`src/rtl/binary_down_timer.sv`:
```
// Programmable down-counting timer: loads a start value, counts to zero and
// pulses done; optionally reloads itself to act as a periodic tick source.
module binary_down_timer #(
    parameter int WIDTH = 4
) (
    input  logic             clk,
    input  logic             rst,
    input  logic [WIDTH-1:0] load_val,
    input  logic             start,
    input  logic             pause,
    input  logic             auto_reload,
    output logic [WIDTH-1:0] q,
    output logic             busy,
    output logic             done,
    output logic [1:0]       state
);

    typedef enum logic [1:0] {
        IDLE   = 2'b00,
        RUN    = 2'b01,
        PAUSED = 2'b10
    } state_t;

    state_t           state_reg,  state_next;
    logic [WIDTH-1:0] q_reg,      q_next;
    logic [WIDTH-1:0] reload_reg, reload_next;
    logic             auto_reg,   auto_next;
    logic             done_reg,   done_next;

    always_ff @(posedge clk) begin
        if (rst) begin
            state_reg  <= IDLE;
            q_reg      <= '0;
            reload_reg <= '0;
            auto_reg   <= 1'b0;
            done_reg   <= 1'b0;
        end else begin
            state_reg  <= state_next;
            q_reg      <= q_next;
            reload_reg <= reload_next;
            auto_reg   <= auto_next;
            done_reg   <= done_next;
        end
    end

    always_comb begin
        state_next  = state_reg;
        q_next      = q_reg;
        reload_next = reload_reg;
        auto_next   = auto_reg;
        done_next   = 1'b0;

        if (start) begin
            if (load_val != '0) begin
                q_next      = load_val;
                reload_next = load_val;
                auto_next   = auto_reload;
                state_next  = RUN;
            end else begin
                // A zero load finishes immediately and never enters RUN.
                q_next     = '0;
                done_next  = 1'b1;
                state_next = IDLE;
            end
        end else begin
            case (state_reg)
                RUN: begin
                    if (pause) begin
                        state_next = PAUSED;
                    end else if (q_reg > WIDTH'(1)) begin
                        q_next = q_reg - WIDTH'(1);
                    end else if (q_reg == WIDTH'(1)) begin
                        q_next     = '0;
                        done_next  = 1'b1;
                        state_next = auto_reg ? RUN : IDLE;
                    end else begin
                        // q==0 in RUN only happens in periodic mode.
                        q_next = reload_reg;
                    end
                end
                PAUSED: begin
                    if (!pause) begin
                        state_next = RUN;
                    end
                end
                IDLE: begin
                    state_next = IDLE;
                end
                default: begin
                    state_next = IDLE;
                end
            endcase
        end
    end

    assign q     = q_reg;
    assign done  = done_reg;
    assign state = state_reg;
    assign busy  = (state_reg == RUN) || (state_reg == PAUSED);

endmodule

```
`config.mk`:
```
export PLATFORM = sky130hd
export DESIGN_NAME = binary_down_timer
export DESIGN_NICKNAME = d
export VERILOG_FILES = /design/src/rtl/binary_down_timer.sv
export SDC_FILE = /design/constraint.sdc
export NUM_CORES = 1
export LEC_CHECK = 0
export CORE_MARGIN = 4
export CORE_UTILIZATION = 41
export DETAILED_ROUTE_END_ITERATION = 6
export PLACE_DENSITY = 0.72
export SLEW_MARGIN = 30
export SYNTH_ARGS = -nofsm -noshare
export SYNTH_HDL_FRONTEND = slang
export SYNTH_SLANG_ARGS = --single-unit
```
`constraint.sdc`:
```
create_clock -name clk -period 1.3 [get_ports clk]
set_input_delay 0.325 -clock clk [delete_from_list [all_inputs] [get_ports clk]]
set_output_delay 0.325 -clock clk [all_outputs]
set_load 0.05 [all_outputs]
```
---- Yosys cells after proc, flatten, opt, wreduce, memory -nomap -nowiden ----
Cells that the tools add are included.
operators by class
  mux-type cells .......................... 20
  $add $sub $neg .......................... 1
  $lt $le $gt $ge ......................... 1
  equality and inequality tests ........... 7
  reduce and logical (&&, ||, !) cells .... 6
operators with widths
  kind                 count
  $mux 4               6
  $mux 2               5
  $mux 1               8
  $ne 4x4->1 const B   2
  $eq 4x1->1 const B   1
  $gt 4x1->1 const B   1
  $pmux 2 s2           1
  $reduce_and 2->1     2
  $reduce_bool 4->1    1
  $sub 4x1->4 const B  1
  $ne 3x3->1 const B   1
  $reduce_and 3->1     1
  $eq 2x1->1 const B   1
  $eq 2x2->1 const B   1
  $ne 2x2->1 const B   1
  $reduce_bool 2->1    1
  $logic_or 1x1->1     1
storage, ports and cells
  input bits .............................. 9
  flip-flop bits (word level) ............. 12
  output and inout port bits .............. 8

---- Longest topological paths before layout ----
Gate-level depths: netlist of run 1.
  depth in word-level cells ............... 6
  gate-level depth with buffers ........... 6
  gate-level depth less buffers ........... 6

---- Worst setup path before layout of run 1 ----
OpenSTA, ideal clock, no wires.
  kind .................................... reg2reg
  start point ............................. reg state_reg[0] (netlist: state[0])
  end point ............................... reg state_reg[0] (netlist: state[0])
  required time ........................... 1.178 ns
  cell stages (with the launch flop) ...... 7
  path slack .............................. -0.518 ns
  path buffers ............................ 0
  arrival time ............................ 1.696 ns
  cells stage by stage .................... dfxtp_1 -> inv_1 -> ha_1 -> inv_1 -> nor2_1 -> nor3_1 -> o311a_1
between the ends
  cells in the longest elaborated chain, start to end .. 3
  elaborated cells between the ends (all ways) .. 8
RTL lines
  item                                                         RTL line  RTL
  start: declaration                                           24        state_t state_reg, state_next;
  start signal: assignment                                     38        state_reg <= state_next;
  $eq 2x1->1 / $eq 2x2->1 (equally long branches)              66        case (state_reg)
  $ne 4x4->1 (no line), or another cell as far along           -
  $reduce_and 3->1 (no line) / $mux 2 (equally long branches)  -
Parallel ways exist; a longest one is shown, timed or not.
A chain may end at the register's enable or synchronous reset.

---- Final worst setup path of run 1 ----
  start point ............................. reg state_reg[0] (netlist: state[0])
  end point ............................... out busy
between the ends
  cells in the longest elaborated chain, start to end .. 2
  elaborated cells between the ends (all ways) .. 3
RTL lines
  item                                             RTL line  RTL
  $eq 2x1->1 / $eq 2x2->1 (equally long branches)  99        assign busy = (state_reg == RUN) || (state_reg == PAUSED);
  $logic_or 1x1->1 (*)                             99
  end: declaration                                 13        output logic busy,
Every way passes the cells marked *; elsewhere a longest branch is shown, timed or not.

==> results of run 1 <==
==> synthesized netlist by cell type (2+ instances only) <==
cell,n,area (um^2)
dfxtp_1,12,240
ha_1,4,50.1
o2111ai_1,2,17.5
nor2_1,3,11.3
inv_1,7,26.3
a31oi_1,4,25.0
nor3_1,2,10.0
nand2_1,15,56.3
o21ai_0,2,10.0
o211ai_1,3,22.5
a21oi_1,8,40.0
==> worst paths after layout <==
path                   endpoint  slack (ns)  cells past startpoint
setup / recovery           busy       -0.20                      4
hold / removal    reload_reg[1]        0.43                      3
setup reg to reg           q[0]       -0.17                      6
hold reg to reg        auto_reg        0.47                      2
==> cell type report <==
| cell class | count | area (um^2) |
|---|---|---|
| multi-input combinational | 54 | 434 |
| timing repair buffer | 33 | 377 |
| fill | 97 | 347 |
| sequential | 12 | 258 |
| clock buffer | 4 | 36.3 |
| inverter | 8 | 35.0 |
| tap | 16 | 20.0 |
==> worst max-delay path, delay by kind of cell (launching register included) <==
| kind | cells | cell delay (ns) |
|---|---|---|
| buffers and inverters | 3 | 0.25 |
| DFF | 1 | 0.38 |
| adders and majority gates | 1 | 0.28 |
==> routing by layer <==
metal	vias up	share of wire, %
met3	6	6.1
met1	335	44
met5	-	0
met2	36	49
li1	343	-
met4	0	1.4
==> cells by family (layout without fill, tap and decap cells) <==
group           count (synthesis)  count (layout)  share of synthesized area [%]
flops                          12              12                           37.1
buf+inv                        10              45                           6.00
fa+ha+maj                       4               4                           7.74
compound gates                 23              23                           26.3
simple gates                   27              27                           22.8
==> stage by stage <==
stage	hold slack (ns)	power [mW]
floorplan	0.403	0.567
global placement	0.447	0.724
detailed placement	0.451	0.730
CTS	0.463	1.04
global route	0.467	1.09
finish	0.433	1.04
==> report_power, final <==
part / switching [mW] / total (mW) / internal [mW] / leakage [nW]
clock: 0.134 / 0.304 / 0.170 / 0.0210
combinational: 0.157 / 0.325 / 0.168 / 0.361
sequential: 0.0254 / 0.412 / 0.386 / 0.102
==> what timing repair did <==
item                                    CTS  global route
pin swaps                                 5             9
buffers inserted                          2             0
endpoints found under the setup margin   13            11
resized for setup                         8             7
==> run summary, run 1 <==
top_reg_cell synth - dfxtp_1
worst setup margin - -0.203 ns
# setup viols final - 8
Die Y - 47.7 um
Pleak - 0.484 nW
CP peak stage delay - 0.38 ns
Crit. Startpoint - state[0]
Final Hold Viols - 0
worst-path maximum fanout - 3
drt first pass iters - 5
Synth cell types - 25
max-slew violation count - 0
Seq cells post-synth - 12
reg2reg start - q[1]
Mapped Area - 647 um^2
net count after synthesis - 89
number of DRC markers in iteration 0 - 15
synthesized area per cell - 8.51 um^2
crit start category - flop
total CTS buffers - 3
Inst Count DP - 121
gr ovfl total - 0
peak supply drop - 0.654 mV
Syn Inst Count - 76
most used routing layer - met2
largest net degree at the start of global routing - 9
Final period util - 116%
WP data arrival - 1.18 ns
most frequent cells in the layout - 15 x nand2_1, 15 x buf_4, 8 x a21oi_1, 8 x buf_12, 6 x dfxtp_1
Hold Startpoint - load_val[1]
Max-Slew Margin vs Limit - 76.6%
Final HPWL DP - 1380 um
Die X-Extent - 47.7 um
status - finished with violations
die area - 2280 um^2
max_cap viols - 0
Seq/Total Area, Yosys - 37.1%
Starting Density - 42.9%
Nets - 125
CTS tree - done
row cnt - 14
drt drc - 0
number of port buffers - 16
initial antenna violation count - 0
io pins - 17
drt total wl - 1820 um
fin crit period - 1.50 ns
CP Cell Sequence - inv_1 > ha_4 > inv_4 > buf_12
GR Util met2 - 29.0%
Root Driver - clkbuf_4
Worst setup EP type - output port
CP required - 0.98 ns
Non-Filler Cell Area, Final - 1160 um^2
Setup TNS Final - -1.07 ns
core box area - 1510 um^2
CTS Hold Buffers Added - 0
HP Class - in2reg
vias in the first global route - 679
total number of vias - 720
share of cells above drive strength 1 - 45.0%
H-tree Lvls - 1
fmax - 0.665 GHz
area post-placement - 1070 um^2
dpl ws - -0.447 ns
EDFF count, synth - 0
failing checks - negative setup slack
asr flop ratio synth - 0%
worst slew pin tran - 0.350 ns
synth warn - 0
final antenna-violating net count - 0
clock latency on the worst-skew pair - 0.27 ns
RePlAce Congestion - 0.804
RSZ-0062 raised after global routing - yes
final core occ - 77.0%
Ant. Diodes - 0
Clock Pin Slew Worst Setup and Hold Paths - 0.08 ns
Crit Path Class - reg2out
Clock Path Buffers - 2
met1 Use GR - 23.7%
Routed WL per cell - 14.3 um
fin cells - 127
global-route wire length before repair - 2870 um
vias per inst - 5.67
Clock Sinks - 12
Slowest cell on crit path - dfxtp_4
clock skew - 0.000363 ns
Area Growth Syn to Fin - 79.3%
total global-route track usage - 17.7%
PD cells - 898 nW/um^2
GR Util met3 - 3.38%
No activity file was read; power rests on OpenSTA's default activity.
==> inputs of run 2 (changes only) <==
--- a/config.mk
+++ b/config.mk
@@ -8,6 +8,7 @@
 export CORE_MARGIN = 4
 export CORE_UTILIZATION = 41
 export DETAILED_ROUTE_END_ITERATION = 6
+export HOLD_SLACK_MARGIN = 0.06
 export PLACE_DENSITY = 0.72
 export SLEW_MARGIN = 30
 export SYNTH_ARGS = -nofsm -noshare
==> results of run 2 <==
Same layout as run 1: the final DEF is identical, and so are final timing and power.
==> inputs of run 3 (changes only) <==
--- a/config.mk
+++ b/config.mk
@@ -7,9 +7,11 @@
 export LEC_CHECK = 0
 export CORE_MARGIN = 4
 export CORE_UTILIZATION = 41
+export CTS_CLUSTER_SIZE = 20
 export DETAILED_ROUTE_END_ITERATION = 6
-export HOLD_SLACK_MARGIN = 0.06
+export HOLD_SLACK_MARGIN = 0.03
 export PLACE_DENSITY = 0.72
+export SETUP_SLACK_MARGIN = 0.15
 export SLEW_MARGIN = 30
 export SYNTH_ARGS = -nofsm -noshare
 export SYNTH_HDL_FRONTEND = slang
==> run 3 against run 2 <==
Compared with the run above: the run still ends with negative setup slack left; critical path depth did not move; sequential share of layout area fell by 0.97 points; total power rose by 2.6%; final cell count rose by 4.7%; clock power barely moved; flip-flop and latch count did not move; non-clock buffer count rose by 6; routed wire length rose by 17%; hold slack got worse by 0.083 ns; sequential power barely moved.
==> run summary, run 3 (synthesized netlist as in run 1, its figures left out) <==
final antenna-violating net count - 0 (unchanged)
Crit Path Class - reg2out
RSZ-0062 raised after global routing - yes
io pins - 17 (unchanged)
PD cells - 864 nW/um^2 (-3.7%)
Final HPWL DP - 1460 um (+6.0%)
initial antenna violation count - 0 (unchanged)
RePlAce Congestion - 0.790 (-1.7%)
CTS tree - done
most frequent cells in the layout - 17 x buf_4, 15 x nand2_1, 9 x buf_12
H-tree Lvls - 1 (unchanged)
Int Power - 741 uW (+2.3%)
Clock Pin Slew Worst Setup and Hold Paths - 0.07 ns (about the same)
number of port buffers - 16 (unchanged)
Flop pwr share - 38.4% (-1.1 points)
hold_ws - 0.351 ns (-0.0827 ns)
gr ovfl total - 0 (unchanged)
drt total wl - 2140 um (+17%)
Max-Slew Margin vs Limit - 81.1% (+4.4 points)
Area Growth Syn to Fin - 91.1%
vias per inst - 5.57 (-1.7%)
fin crit period - 1.50 ns (+0.00153 ns)
die area - 2280 um^2 (unchanged)
drt drc - 0 (unchanged)
HP Class - in2reg
Clock Path Buffers - 2 (unchanged)
worst-path maximum fanout - 2 (-1)
Ant. Diodes - 0 (unchanged)
WP data arrival - 1.18 ns (about the same)
Net Sw Power - 327 uW (+3.4%)
max-slew violation count - 0 (unchanged)
peak supply drop - 0.619 mV (-5.3%)
Sw Ratio - 30.6% (+0.22 points)
total global-route track usage - 20.4% (+2.7 points)
fmax - 0.664 GHz (-0.10%)
Clock Sinks - 12 (unchanged)
number of DRC markers in iteration 0 - 28 (+13)
largest net degree at the start of global routing - 8 (-1)
final core occ - 82.1% (+5.1 points)
Die X-Extent - 47.7 um (unchanged)
Routed WL per cell - 16.1 um (+12%)
crit start category - flop
vias in the first global route - 699 (+2.9%)
max_cap viols - 0 (unchanged)
worst slew pin tran - 0.284 ns (-0.0662 ns)
CP required - 0.98 ns (about the same)
Nets - 131 (+4.8%)
Die Y - 47.7 um (unchanged)
drt first pass iters - 4 (-1)
core box area - 1510 um^2 (unchanged)
Root Driver - clkbuf_4
combinational fraction of design power - 33.4% (+2.1 points)
CTS Hold Buffers Added - 0 (unchanged)
share of cells above drive strength 1 - 54.7% (+9.7 points)
Worst setup EP type - output port
clock power share - 28.2% (-1.0 points)
# setup viols final - 8 (unchanged)
Fillers - 83 (-14%)
Starting Density - 42.9% (unchanged)
global-route wire length before repair - 3130 um (+9.1%)
clock skew - 0.000750 ns (+0.000386 ns)
Final period util - 116% (+0.12 points)
status - finished with violations
total number of vias - 741 (+2.9%)
total CTS buffers - 3 (unchanged)
clock latency on the worst-skew pair - 0.28 ns (about the same)
Final Hold Viols - 0 (unchanged)
Pleak - 0.509 nW (+5.2%)
commonest non-fill, non-tap cell in the layout - buf_4
failing checks - negative setup slack
row cnt - 14 (unchanged)
dpl ws - -0.425 ns (+0.0223 ns)
worst setup margin - -0.205 ns (-0.00153 ns)
-- run 3: routing by layer --
layer  vias up  GRT usage [%]  wire length (um)
met1       357           24.8               913
met3         6           6.39               137
met4         0           8.06                29
li1        355              -                 -
met2        23           33.2              1060
met5         -              0                 0
-- run 3: final timing paths --
| kind | start | to | slack [ns] | depth (start not counted) |
|---|---|---|---|---|
| setup / recovery | state[1] | busy | -0.20 | 4 |
| hold / removal | load_val[1] | reload_reg[1] | 0.35 | 3 |
| setup reg to reg | state[1] | state[0] | -0.20 | 6 |
| hold reg to reg | reload_reg[1] | reload_reg[1] | 0.46 | 2 |
-- run 3: critical path: stages (launching register included) --
cell	delay [ns]
dfxtp_4	0.35
buf_6	0.12
ha_4	0.26
inv_4	0.03
buf_12	0.13
-- run 3: timing repair --
action,CTS,global route
endpoints found under the setup margin,19,19
resized for setup,19,12
pin swaps,5,10
cloned,0,0
setup buffers,3,4
-- run 3: power groups by stage --
stage | clock network (mW) | registers, mW | logic [mW]
floorplan | 0 | 0.457 | 0.110
CTS | 0.307 | 0.408 | 0.340
global placement | 0 | 0.417 | 0.316
detailed placement | 0 | 0.419 | 0.322
finish | 0.301 | 0.411 | 0.357
global route | 0.324 | 0.413 | 0.377
-- run 3: layout make-up --
| class | count | area (um^2) | share of cell area, % |
|---|---|---|---|
| clock buffers | 4 | 36.3 | 2.94 |
| inverters | 8 | 35.0 | 2.83 |
| multi-input cells | 54 | 453 | 36.6 |
| flip-flops and latches | 12 | 263 | 21.3 |
| well taps | 16 | 20.0 | 1.62 |
| repair buffers | 39 | 429 | 34.7 |
-- run 3: metrics by stage --
| stage | instance area, um^2 | power (mW) | setup TNS, ns | cells |
|---|---|---|---|---|
| 2_1_floorplan | 706 | 0.567 | -0.870 | 76 |
| 3_3_place_gp | 1090 | 0.733 | -4.04 | 122 |
| 3_5_place_dp | 1090 | 0.741 | -4.40 | 122 |
| 4_1_cts | 1180 | 1.05 | -0.960 | 129 |
| 5_1_grt | 1240 | 1.11 | -1.55 | 133 |
| 6_report | 1240 | 1.07 | -1.12 | 133 |
